`src/rtl/qerv_rf_pkg.sv`:
```
// qerv register-file RAM: shared derived widths and clear-sequencer state encoding.
// Optional feature macro used by this block: QERV_RF_PARITY_EN.
package qerv_rf_pkg;

    localparam int DEF_WIDTH    = 8;
    localparam int DEF_CSR_REGS = 4;

    typedef enum logic {
        CLEAR = 1'b0,
        RUN   = 1'b1
    } clr_state_e;

    // Register address width: 32 GPRs plus the CSR block.
    function automatic int rf_raw(input int csr_regs);
        return $clog2(32 + csr_regs);
    endfunction

    function automatic int rf_l2w(input int width);
        return $clog2(width);
    endfunction

    // Each register is 32 bits, split over 32/width RAM words.
    function automatic int rf_aw(input int width, input int csr_regs);
        return 5 + rf_raw(csr_regs) - rf_l2w(width);
    endfunction

    function automatic int rf_depth(input int width, input int csr_regs);
        return 32 * (32 + csr_regs) / width;
    endfunction

endpackage

```
`src/rtl/qerv_rf_clr_seq.sv`:
```
// Post-reset clear sequencer: walks every RAM word once, writing zero, then
// parks in RUN until the next reset.
//
//   state | meaning
//   CLEAR | sweep in progress, word clr_cnt written with 0 this cycle
//   RUN   | sweep done, RAM owned by the external interface
module qerv_rf_clr_seq
    import qerv_rf_pkg::*;
#(
    parameter int aw    = 8,
    parameter int depth = 144
) (
    input  logic          i_clk,
    input  logic          i_rst,
    output logic          o_clr_we,
    output logic [aw-1:0] o_clr_addr,
    output logic          o_busy
);

    localparam logic [aw-1:0] LAST_ADDR = aw'(depth - 1);

    clr_state_e    state_q, state_d;
    logic [aw-1:0] clr_cnt_q, clr_cnt_d;

    // State and sweep counter registers; reset always restarts from word 0.
    always_ff @(posedge i_clk) begin
        if (i_rst) begin
            state_q   <= CLEAR;
            clr_cnt_q <= '0;
        end else begin
            state_q   <= state_d;
            clr_cnt_q <= clr_cnt_d;
        end
    end

    // Next-state logic; the counter stops at the last word, so it never wraps.
    always_comb begin
        state_d   = state_q;
        clr_cnt_d = clr_cnt_q;
        o_clr_we  = 1'b0;
        case (state_q)
            CLEAR: begin
                o_clr_we = ~i_rst;
                if (clr_cnt_q == LAST_ADDR) begin
                    state_d = RUN;
                end else begin
                    clr_cnt_d = clr_cnt_q + aw'(1);
                end
            end
            RUN: begin
                state_d = RUN;
            end
            default: begin
                state_d = CLEAR;
            end
        endcase
    end

    assign o_clr_addr = clr_cnt_q;
    assign o_busy     = (state_q == CLEAR);

endmodule

```
`src/rtl/qerv_rf_ram_clr.sv`:
```
// qerv register-file RAM with a zeroing sweep after every reset.
// Synchronous single-write/single-read RAM, read latency 1, read-old on a
// same-address collision. Out-of-range writes are dropped, reads return 0.
// Optional feature macro: QERV_RF_PARITY_EN adds a stored even-parity bit
// per word, an o_perr read flag and an i_perr_inj parity corruption hook.
module qerv_rf_ram_clr
    import qerv_rf_pkg::*;
#(
    parameter int width    = DEF_WIDTH,
    parameter int csr_regs = DEF_CSR_REGS,
    localparam int raw     = rf_raw(csr_regs),
    localparam int l2w     = rf_l2w(width),
    localparam int aw      = rf_aw(width, csr_regs),
    localparam int depth   = rf_depth(width, csr_regs)
) (
    input  logic             i_clk,
    input  logic             i_rst,
    input  logic [aw-1:0]    i_waddr,
    input  logic [width-1:0] i_wdata,
    input  logic             i_wen,
    input  logic [aw-1:0]    i_raddr,
    input  logic             i_ren,
    output logic [width-1:0] o_rdata,
    output logic             o_busy
`ifdef QERV_RF_PARITY_EN
    ,
    input  logic             i_perr_inj,
    output logic             o_perr
`endif
);

`ifdef QERV_RF_PARITY_EN
    localparam int DW = width + 1;
`else
    localparam int DW = width;
`endif

    localparam logic [aw:0] DEPTH_V = (aw + 1)'(depth);

    logic             clr_we;
    logic [aw-1:0]    clr_addr;
    logic             busy;

    logic             ram_we;
    logic [aw-1:0]    ram_waddr;
    logic [width-1:0] ram_wdata;
    logic [DW-1:0]    ram_wword;
    logic [DW-1:0]    ram_rword;
    logic             w_in_range;
    logic             r_in_range;

    logic [width-1:0] rdata_q, rdata_d;

    logic [DW-1:0]    mem [depth];

    qerv_rf_clr_seq #(
        .aw    (aw),
        .depth (depth)
    ) u_clr_seq (
        .i_clk      (i_clk),
        .i_rst      (i_rst),
        .o_clr_we   (clr_we),
        .o_clr_addr (clr_addr),
        .o_busy     (busy)
    );

    assign w_in_range = ({1'b0, i_waddr} < DEPTH_V);
    assign r_in_range = ({1'b0, i_raddr} < DEPTH_V);

    // Write-port mux: the sequencer owns the RAM while busy; nothing is
    // written while reset is asserted.
    always_comb begin
        ram_we    = 1'b0;
        ram_waddr = i_waddr;
        ram_wdata = i_wdata;
        if (i_rst) begin
            ram_we = 1'b0;
        end else if (busy) begin
            ram_we    = clr_we;
            ram_waddr = clr_addr;
            ram_wdata = '0;
        end else begin
            ram_we = i_wen & w_in_range;
        end
    end

`ifdef QERV_RF_PARITY_EN
    logic perr_q, perr_d;
    logic perr_inj;

    // Injection is ignored during the sweep so cleared words carry parity 0.
    assign perr_inj  = i_perr_inj & ~busy;
    assign ram_wword = {(^ram_wdata) ^ perr_inj, ram_wdata};
`else
    assign ram_wword = ram_wdata;
`endif

    // RAM array write; contents are only ever cleared by the sweep.
    always_ff @(posedge i_clk) begin
        if (ram_we) begin
            mem[ram_waddr] <= ram_wword;
        end
    end

    assign ram_rword = r_in_range ? mem[i_raddr] : '0;

    // Read data next value: forced to 0 while busy, held when not reading.
    always_comb begin
        rdata_d = rdata_q;
        if (busy) begin
            rdata_d = '0;
        end else if (i_ren) begin
            rdata_d = ram_rword[width-1:0];
        end
    end

    // Registered read data.
    always_ff @(posedge i_clk) begin
        if (i_rst) begin
            rdata_q <= '0;
        end else begin
            rdata_q <= rdata_d;
        end
    end

    assign o_rdata = rdata_q;
    assign o_busy  = busy;

`ifdef QERV_RF_PARITY_EN
    // Parity flag next value: one-cycle pulse alongside the read data. The
    // stored word is all-zero for out-of-range reads, so its XOR is 0.
    always_comb begin
        perr_d = 1'b0;
        if (!busy && i_ren) begin
            perr_d = ^ram_rword;
        end
    end

    // Registered parity flag.
    always_ff @(posedge i_clk) begin
        if (i_rst) begin
            perr_q <= 1'b0;
        end else begin
            perr_q <= perr_d;
        end
    end

    assign o_perr = perr_q;
`endif

endmodule

```
`config.mk`:
```
export PLATFORM = sky130hd
export DESIGN_NAME = qerv_rf_ram_clr
export DESIGN_NICKNAME = d
export VERILOG_FILES = /design/src/rtl/qerv_rf_pkg.sv /design/src/rtl/qerv_rf_clr_seq.sv /design/src/rtl/qerv_rf_ram_clr.sv
export SDC_FILE = /design/constraint.sdc
export NUM_CORES = 1
export LEC_CHECK = 0
export BUFFER_PORTS_ARGS = -buffer_cell sky130_fd_sc_hd__buf_2
export CORE_ASPECT_RATIO = 1.5
export CORE_MARGIN = 2
export CORE_UTILIZATION = 40
export DETAILED_ROUTE_END_ITERATION = 8
export PLACE_DENSITY = 0.57
export SLEW_MARGIN = 10
export SYNTH_ARGS = -nofsm -noshare
export SYNTH_HDL_FRONTEND = slang
export SYNTH_HIERARCHICAL = 1
export SYNTH_SLANG_ARGS = --single-unit
```
`constraint.sdc`:
```
create_clock -name i_clk -period 4.6 [get_ports i_clk]
set_clock_uncertainty 0.2 [all_clocks]
set_input_delay 0.46 -clock i_clk [delete_from_list [all_inputs] [get_ports i_clk]]
set_output_delay 0.46 -clock i_clk [all_outputs]
set_load 0.1 [all_outputs]
```
==> flow_metrics.tcl <==
set metrics [dict create \
    area_growth_syn_to_layout_pct 13.9 \
    grt_use_total_pct 20.5 \
    drc 0 \
    die_x_microns 282 \
    initial_core_util_pct 40.2 \
    ys_seq_elements 1169 \
    total_power_mw 21.8 \
    dp.cells 3915 \
    dieArea_sq_um 119000 \
    grt_pass1_vias 24200 \
    fin_nets 2500 \
    status "finished, final reports clean" \
    port_buffers 36 \
    grt_pass1_wl_mm 174 \
    final_cells 4114 \
    ff_latch_area_sq_um 34900 \
    ys_types 65 \
    synth.top_cells.by_area "edfxtp_1 74%, mux4_2 8.1%, mux4_1 4.5%, mux2i_1 1.7%, nor2_1 1.3%" \
    setup.worst_path.end_class "register" \
    h-tree-depth 3 \
    synthFlopType "edfxtp_1" \
    peakVddDrop_mv 0.270 \
    finalSetupViolations 0 \
    synth_nets 2285 \
    period_needed_ps 3670 \
    timing.setup.tns_ps 0 \
    drive_gt1_share_pct 25.4 \
    hold_viol 0 \
    slew_violations 0 \
    drt_iter0_drc 2200 \
    p_int_mw 17.0 \
    routed_wl_mm 121 \
    yosysSeqAreaShare_pct 75.2 \
    core-area_sq_um 116000 \
    seqPwrFrac_pct 53.7 \
    synth_commonest_cells "1152 x edfxtp_1, 168 x mux4_2, 166 x nor2_1" \
    drt-pass1-iter-count 7 \
    clkTransAtPathRegs_ps 70 \
    wl_per_cell_microns 29.5 \
    worstPathRequired_ps 4820 \
    dp_hpwl_mm 78.9 \
    crit_path_start_kind "register" \
    io-pin-count 37 \
    ant_nets 0 \
    fillerInstances 9764 \
    overflow 0 \
    grt_max_degree 145 \
    synth-edff-count 1152 \
    p_leak_nw 17.1 \
    async_reset_ff_share_pct 0 \
    power_switching_mw 4.77 \
    max_freq_mhz 273 \
    comb_power_share_pct 5.0 \
    synth.avg_cell_area_sq_um 20.6 \
    die_y_microns 421 \
    vias_per_cell 5.65 \
    yosysTopAreaCellShare_pct 74.4 \
    crit_fanout 14 \
    yosysWarnings 6 \
    clk_latency_ps 740 \
    worst_slew_pin_slew_ps 1090 \
    multiInputGateArea_sq_um 10500 \
    cts_made_buffers 103 \
    cts.sinks 1169 \
    syn_inst 2256 \
    cts_tree "built" \
    cap_violations 0 \
    antenna_found_initial 3 \
    cts-resized-gates 0 \
    cts-root-buf "clkbuf_16" \
    syn_area_sq_um 46500 \
    rows 153 \
    swShare_pct 21.9 \
    finalCritPeriodShare_pct 79.8 \
    pwr-share-clk_pct 41.3 \
    rsz0062_at_grt "no" \
    yosysMostFrequentCell "edfxtp_1" \
    arrival_ps 3890 \
    maxSlewHeadroom_pct 27.2 \
    hold_class "input port to register" \
    vias 23200 \
    p_per_area_nw_per_um2 412 \
    crit_type "register to register" \
    yosysTopAreaCell "edfxtp_1" \
    clk_path_buf_depth 3 \
    gp_congestion 0.976 \
]
[worst paths after layout]
check / start / endpoint / slack, ps / cells past startpoint
max reg2reg: u_clr_seq/state_q$_SDFF_PP0_ / mem[27][4]$_DFFE_PP_ / 930 / 10
min: i_wdata[1] / mem[35][1]$_DFFE_PP_ / 180 / 2
max: u_clr_seq/state_q$_SDFF_PP0_ / mem[27][4]$_DFFE_PP_ / 930 / 10
min reg2reg: u_clr_seq/o_clr_addr[7]$_SDFFE_PP0P_ / u_clr_seq/o_clr_addr[7]$_SDFFE_PP0P_ / 340 / 2
[metrics by stage]
step           setup slack, ps  hold slack (ps)  utilization, %  instance area [sq um]
3_5_place_dp               674              319            42.7                  49300
2_1_floorplan              420              277               -                  46500
5_1_grt                    897              173            45.8                  52900
3_3_place_gp               745              314            42.7                  49300
6_report                   931              182            45.8                  52900
4_1_cts                   1070              137            45.8                  52900
[power by group through the flow]
stage / Clock (mW) / Sequential [mW] / Combinational, mW
final: 9.00 / 11.7 / 1.09
after global routing: 9.56 / 11.7 / 1.15
after CTS: 9.16 / 11.7 / 1.10
after detailed placement: 0 / 11.9 / 1.10
after global placement: 0 / 11.9 / 1.08
after floorplan: 0 / 12.0 / 0.679
[layout by cell type (no fill, tap or decap), types with 16 or more instances in the layout]
cell / Yosys / routed
mux2i_1: 81 / 81
buf_12: 12 / 17
nand2_1: 91 / 91
clkinvlp_4: 0 / 16
edfxtp_1: 1152 / 1152
o21ai_0: 25 / 25
buf_2: 30 / 33
mux2_2: 53 / 53
clkbuf_16: 0 / 104
nor2b_1: 23 / 23
mux4_1: 80 / 80
a211oi_1: 22 / 22
dfxtp_1: 17 / 17
buf_4: 20 / 181
a22oi_1: 54 / 54
nor2_1: 166 / 165
clkinv_2: 0 / 22
mux4_2: 168 / 168
a21oi_1: 28 / 28
[logic make-up after synthesis]
group           Yosys count  share of synthesized area [%]
mux                     382                           15.7
flops                  1169                           75.2
fa+ha+maj                 1                         0.0269
buf+inv                 130                           2.19
simple gates            361                           3.55
compound gates          213                           3.35
[routing by layer]
| layer | vias up | GRT usage (%) | routed length, microns |
|---|---|---|---|
| li1 | 9829 | - | - |
| met1 | 12400 | 25.1 | 46400 |
| met2 | 812 | 35.8 | 63200 |
| met3 | 185 | 3.30 | 6770 |
| met4 | 2 | 8.69 | 5060 |
| met5 | - | 0 | 13 |
[flip-flops by register name (all words and copies together) (netlist names)]
register / count
mem: 1152
o_rdata: 8
u_clr_seq/state_q: 1
u_clr_seq/o_clr_addr: 8
[area by class of cell]
cell class	count	area share, %
Timing Repair Buffer	235	3.63
Clock inverter	80	1.71
Antenna cell	2	0.00946
Clock buffer	116	5.00
Multi-Input combinational cell	957	19.9
Inverter	5	0.0355
Tap cell	1550	3.67
Sequential cell	1169	66.0
[repair_timing]
| item | in CTS | in global routing |
|---|---|---|
| buffers inserted | 0 | 0 |
| hold endpoints to repair | 8 | 0 |
| hold buffers | 1 | 0 |
[critical path, stage by stage, from the launching register on]
cell     delay, ps
dfxtp_1        350
inv_1          160
nor2b_1        160
buf_4          210
mux2i_1        390
inv_1          120
nor3_1         440
nand2_1        590
buf_4          400
nor2_1         180
buf_4          190
No activity file was read; power rests on OpenSTA's default activity.
